File: src/rtl/spin_controller.sv
// rtl/spin_controller.sv - per-frame rotation angle generator with random direction reversals
module spin_controller #(
    parameter logic [15:0] SPEED0       = 16'd96,
    parameter logic [15:0] SPEED1       = 16'd160,
    parameter logic [15:0] SPEED2       = 16'd224,
    parameter logic [15:0] SPEED3       = 16'd320,
    parameter int          MIN_INTERVAL = 120,
    parameter int          HOLD_FRAMES  = 8,
    parameter logic [15:0] LFSR_SEED    = 16'hACE1
) (
    input  logic       clk,
    input  logic       rst_n,
    input  logic       frame_tick,
    input  logic       run,
    input  logic [1:0] level,
    output logic [9:0] angle,
    output logic       update,
    output logic       dir,
    output logic       holding
);

    localparam logic [7:0] MIN_IV = 8'(MIN_INTERVAL);
    localparam logic [3:0] HOLD_N = 4'(HOLD_FRAMES);

    typedef enum logic [1:0] {
        IDLE = 2'd0,
        SPIN = 2'd1,
        HOLD = 2'd2
    } state_t;

    state_t      state, state_next;
    logic [15:0] phase, phase_next;
    logic [15:0] lfsr, lfsr_next;
    logic [7:0]  interval, interval_next;
    logic [3:0]  hold_cnt, hold_cnt_next;
    logic        dir_next;
    logic        update_next;
    logic [15:0] speed;
    logic [15:0] lfsr_step;

    always_ff @(posedge clk or negedge rst_n) begin
        if (!rst_n) begin
            state    <= IDLE;
            phase    <= 16'd0;
            lfsr     <= LFSR_SEED;
            interval <= MIN_IV;
            hold_cnt <= 4'd0;
            dir      <= 1'b0;
            update   <= 1'b0;
        end else begin
            state    <= state_next;
            phase    <= phase_next;
            lfsr     <= lfsr_next;
            interval <= interval_next;
            hold_cnt <= hold_cnt_next;
            dir      <= dir_next;
            update   <= update_next;
        end
    end

    always_comb begin
        case (level)
            2'd0:    speed = SPEED0;
            2'd1:    speed = SPEED1;
            2'd2:    speed = SPEED2;
            default: speed = SPEED3;
        endcase
    end

    // Galois right shift, taps 16'hB400
    assign lfsr_step = (lfsr >> 1) ^ (lfsr[0] ? 16'hB400 : 16'h0000);

    always_comb begin
        state_next    = state;
        phase_next    = phase;
        lfsr_next     = lfsr;
        interval_next = interval;
        hold_cnt_next = hold_cnt;
        dir_next      = dir;
        update_next   = 1'b0;

        if (frame_tick) begin
            lfsr_next = lfsr_step;
            if (!run) begin
                state_next = IDLE;
            end else begin
                case (state)
                    IDLE: begin
                        state_next    = SPIN;
                        interval_next = MIN_IV;
                    end
                    SPIN: begin
                        update_next = 1'b1;
                        phase_next  = dir ? (phase - speed) : (phase + speed);
                        if (interval == 8'd1) begin
                            // reload uses the pre-shift LFSR value
                            dir_next      = ~dir;
                            hold_cnt_next = HOLD_N;
                            state_next    = HOLD;
                            interval_next = MIN_IV + {1'b0, lfsr[6:0]};
                        end else begin
                            interval_next = interval - 8'd1;
                        end
                    end
                    HOLD: begin
                        update_next   = 1'b1;
                        hold_cnt_next = hold_cnt - 4'd1;
                        if (hold_cnt == 4'd1) begin
                            state_next = SPIN;
                        end
                    end
                    default: state_next = IDLE;
                endcase
            end
        end
    end

    assign angle   = phase[15:6];
    assign holding = (state == HOLD);

endmodule

File: config.mk
export PLATFORM = sky130hd
export DESIGN_NAME = spin_controller
export DESIGN_NICKNAME = d
export VERILOG_FILES = /design/src/rtl/spin_controller.sv
export SDC_FILE = /design/constraint.sdc
export NUM_CORES = 1
export LEC_CHECK = 0
export CAP_MARGIN = 30
export CORE_ASPECT_RATIO = 0.6
export CORE_MARGIN = 2
export CORE_UTILIZATION = 50
export CTS_BUF_LIST = sky130_fd_sc_hd__clkbuf_2
export DETAILED_ROUTE_END_ITERATION = 16
export HOLD_SLACK_MARGIN = 0.08
export PLACE_DENSITY = 0.69
export REMOVE_ABC_BUFFERS = 1
export SKIP_CTS_REPAIR_TIMING = 1
export SKIP_LAST_GASP = 1
export SYNTH_ARGS = -nofsm -noshare
export SYNTH_HDL_FRONTEND = slang
export SYNTH_SLANG_ARGS = --single-unit
export TNS_END_PERCENT = 20
File: constraint.sdc
create_clock -name clk -period 4.1 [get_ports clk]
set_input_delay 1.23 -clock clk [delete_from_list [all_inputs] [get_ports clk]]
set_output_delay 1.23 -clock clk [all_outputs]
set_load 0.02 [all_outputs]
* Word-level counts from Yosys, hierarchy flattened
Cells that the tools add are included.
** Operators by class
- Reductions and logical operators :: 10
- Equality and inequality tests :: 9
- Mux-type cells :: 14
- Bitwise logic cells :: 2
- Add/subtract/negate cells :: 5
** Operator list (number)
- 16-bit two-way mux :: 2
- 9-bit case mux with 3 select lines :: 1
- 16-bit adder :: 1
- 8-bit case mux with 2 select lines :: 1
- 16-bit subtractor :: 1
- 15-bit by 16-bit bitwise XOR with 16-bit output :: 1
- 3-bit AND reduction :: 3
- 7-bit by 7-bit adder with 8-bit output, first input constant :: 1
- 8-bit by 1-bit equality test with 1-bit output, second input constant :: 1
- 8-bit two-way mux :: 1
- 4-bit case mux with 2 select lines :: 1
- 4-bit AND reduction :: 2
- 8-bit by 1-bit subtractor with 8-bit output, second input constant :: 1
- 2-bit two-way mux :: 3
- 2-bit case mux with 3 select lines :: 1
- 2-bit by 1-bit equality test with 1-bit output, second input constant :: 2
- 2-bit equality test, second input constant :: 2
- 4-bit by 1-bit equality test with 1-bit output, second input constant :: 1
- 2-bit zero test :: 2
- 4-bit two-way mux :: 1
- 2-bit nonzero test :: 2
- 4-bit by 1-bit subtractor with 4-bit output, second input constant :: 1
- 1-bit two-way mux :: 3
- 3-bit by 2-bit inequality test with 1-bit output, second input constant :: 1
- 4 further kinds :: 4
** Storage, ports and cells
- Bits in registers :: 48
- Output and inout bits :: 13
- Input bits :: 6
- Logic and storage cells :: 47

* Depth between registers and ports, before layout
- Depth after elaboration :: 5
- Mapped depth :: 9
- Mapped depth without buffers :: 9

* Least setup slack after synthesis
OpenSTA, ideal clock, no wires.
- Path kind :: input to register
- Start :: in level[1]
- End :: reg phase[14]
- Cell stages on the path :: 9
- Arrival :: 2.895 ns
- Data required time :: 3.969 ns
- Setup time :: 0.131 ns
- Buffers on the path :: 0
- Setup slack :: 1.074 ns
- Path through :: inv_1 > ha_1 > xnor2_1 > ha_1 > a21o_1 > a41o_1 > a31o_2 > a32oi_1 > nand3_1
** Between the ends
- Cells in the longest elaborated chain, start to end :: 4
- Elaborated cells between the ends (all ways) :: 7
- Classes of those cells :: 2 x add/sub; 2 x eq/ne; 2 x mux; 1 x reduce/logical
** RTL lines
- start, declared :: line 15 : input logic [1:0] level,
- 2-bit equality test (tied with other cells) :: line 62 : case (level)
- 9-bit case mux with 3 select lines * :: line 62
- 16-bit adder or 16-bit subtractor (tied branches) :: line 94 : phase_next = dir ? (phase - speed) : (phase + speed);
- 16-bit two-way mux * :: line 94
- end signal, assigned :: line 52 : phase <= phase_next;
- end, declared :: line 32 : logic [15:0] phase, phase_next;
Mark *: on every way between the ends. The rest lies on a longest branch, timed or not.
A chain may end at the register's enable or synchronous reset.

* Worst setup path after layout
- Start :: in level[0]
- End :: reg phase[15]
Same word-level chain as after synthesis.

==> flow_summary.json <==
{
  "status": "finished clean",
  "core-area_sq_um": 5200,
  "cp_max_fo": 5,
  "synth-xor-area-share": 0.0441,
  "synth-main-ff-cell": "dfrtp_1",
  "syn_area_per_cell_sq_um": 9.72,
  "power_density_nw_per_um2": 591,
  "synth_top_area_frac": 0.279,
  "drive_gt1_frac": 0.153,
  "htreeDepth": 2,
  "yosysMostFrequentCell": "dfrtp_1",
  "synth_top_family_by_area": "compound AO/OA/AOI/OAI gates",
  "die_w_um": 100,
  "diodes": 0,
  "antenna_found_initial": 0,
  "synth_area_sq_um": 2780,
  "final.min_clock_period_ns": 3.25,
  "dr_total_vias": 2169,
  "clk_path_buf_depth": 2,
  "areaGrowthSynthToFinish_pct": 7.83,
  "grt_pass1_wl_mm": 9.38,
  "synth_seq_cells": 43,
  "cp_data_arrival_time_ns": 3.58,
  "setup_viol": 0,
  "drt-pass1-iter-count": 5,
  "synth-adder-area-share": 0.0945,
  "finalWirelength_mm": 5.71,
  "grt_max_degree": 33,
  "end_kind": "flop",
  "ir_drop_uv": 295,
  "cts_sinks": 43,
  "setup_tns_ns": 0,
  "synthArstFlopShare": 1.00,
  "timing.final.crit_share": 0.792,
  "tritoncts": "built",
  "nFillCells": 467,
  "power.leakage_nw": 1.28,
  "grt-ovfl-total": 0,
  "synth_compound_area_frac": 0.194,
  "max_slew.worst_pin.slew_ns": 0.562,
  "rows": 20,
  "max_freq_ghz": 0.308,
  "detail_route.wl_per_cell_um": 15.9,
  "slew_viol_final": 0,
  "yosysTopAreaCell": "dfrtp_1",
  "synth-edff-count": 0,
  "r2r_cells": 8,
  "insertion_delay_ns": 0.44,
  "gp_congestion": 0.883,
  "synth_area_leaders": "dfrtp_1, dfstp_2, ha_1, mux2_2, a21oi_1",
  "syn_inst": 286,
  "synth_cell_type_count": 60,
  "start_util": 0.534,
  "drt_iter0_drc": 186,
  "worstHoldPathType": "reg -> reg",
  "power_mw": 1.77,
  "required_ns": 4.43,
  "yosys_warnings": 0,
  "nNetsFinal": 320,
  "fp.dieH_um": 61.8,
  "drtAntennaViolNets": 0,
  "final_hold_viol_count": 0,
  "clkTransAtPathRegs_ns": 0.24,
  "dieArea_sq_um": 6190,
  "crit_type": "in -> reg",
  "cts_buffers": 5,
  "muxShareOfSynthArea": 0.0590,
  "viasPerCell": 6.03,
  "root_buffer": "clkbuf_2",
  "critPathLaunchType": "input pin",
  "post-dp-hpwl_mm": 4.29,
  "track_usage": 0.201,
  "max_slew_margin": 0.626,
  "maxCapViolations": 0,
  "io_pins": 19,
  "synth-simple-area-share": 0.149,
  "drc": 0,
  "fin_skew_ns": 0.0224,
  "io_buffer_count": 18,
  "rsz0062_at_grt": "false",
  "grt_pass1_vias": 1844,
  "yosysSeqAreaShare": 0.392,
  "whs_path_depth": 2,
  "synth_commonest_cells": "dfrtp_1, ha_1, nand2_1"
}
==> power breakdown <==
group	total [mW]	switching (mW)	internal, mW
combinational	0.819	0.436	0.383
sequential	0.755	0.148	0.607
clock	0.198	0.154	0.0436
total	1.77	0.738	1.03
==> layer usage <==
| layer | track usage | share of wire |
|---|---|---|
| met3 | 0.0447 | 0.082 |
| met4 | 0.0705 | 0.014 |
| met5 | 0 | 0 |
| met1 | 0.318 | 0.52 |
| met2 | 0.267 | 0.39 |
==> state kept, by name, indices dropped and copies added (netlist names) <==
signal	count
lfsr	16
phase	11
dir	1
update	1
state	2
hold_cnt	4
interval	8
==> final cells by class <==
cell class | count | area (sq um) | area share
clock inverter | 3 | 23.8 | 0.00793
sequential | 43 | 1090 | 0.364
clock buffer | 5 | 25.0 | 0.00835
tap | 66 | 82.6 | 0.0275
multi-input combinational | 206 | 1500 | 0.501
inverter | 15 | 56.3 | 0.0188
timing repair buffer | 22 | 218 | 0.0726
==> worst paths after layout <==
check                            end      from  slack (ns)
max reg2reg                phase[15]       dir        1.63
max                        phase[15]  level[0]        0.85
min reg2reg                 lfsr[10]  lfsr[10]        0.52
max in group asynchronous   lfsr[13]     rst_n        2.91
min in group asynchronous   phase[9]     rst_n        0.63
min                         lfsr[10]  lfsr[10]        0.52
==> critical path, cell delays in order <==
cell and delay [ns]:
clkdlybuf4s50_1 0.46, ha_1 0.25, nor2_1 0.17, a21oi_1 0.06, ha_1 0.39, a21oi_1 0.20, o21ai_0 0.13, a311oi_1 0.45
a21oi_1 0.06, nand4b_1 0.17
==> logic make-up after synthesis <==
family,count (synthesis)
flip-flops,43
AND/OR/NAND/NOR,78
XOR/XNOR,14
adder cells (fa/ha/maj),21
buffers and inverters,37
multiplexers,15
AO/OA/AOI/OAI,78
==> placed cells by master, fill, tap and decap left out, types with 4 or more instances in the layout <==
cell,netlist,routed
inv_1,15,15
mux2_2,11,11
a21o_1,5,5
ha_1,21,21
xor2_1,5,5
mux2i_1,4,4
nand2_1,20,20
clkbuf_2,0,5
xnor2_1,9,9
a31oi_1,5,5
clkdlybuf4s50_1,0,17
a21oi_1,17,17
and3_1,4,4
nor3_1,5,5
o21ai_0,14,14
nand3_1,8,8
dfrtp_1,31,31
dfstp_2,12,12
nor2_1,19,19
==> stage by stage <==
| stage | instances | worst slack (ns) | area (sq um) | utilization | hold WS (ns) |
|---|---|---|---|---|---|
| 2_1_floorplan | 264 | 1.05 | 2650 | - | 0.455 |
| 3_3_place_gp | 351 | 0.463 | 2930 | 0.563 | 0.480 |
| 3_5_place_dp | 352 | 0.402 | 2950 | 0.567 | 0.492 |
| 4_1_cts | 360 | 0.890 | 3000 | 0.576 | 0.520 |
| 5_1_grt | 360 | 0.718 | 3000 | 0.576 | 0.537 |
| 6_report | 360 | 0.851 | 3000 | 0.576 | 0.520 |
Power figures use the tool's default switching activity.
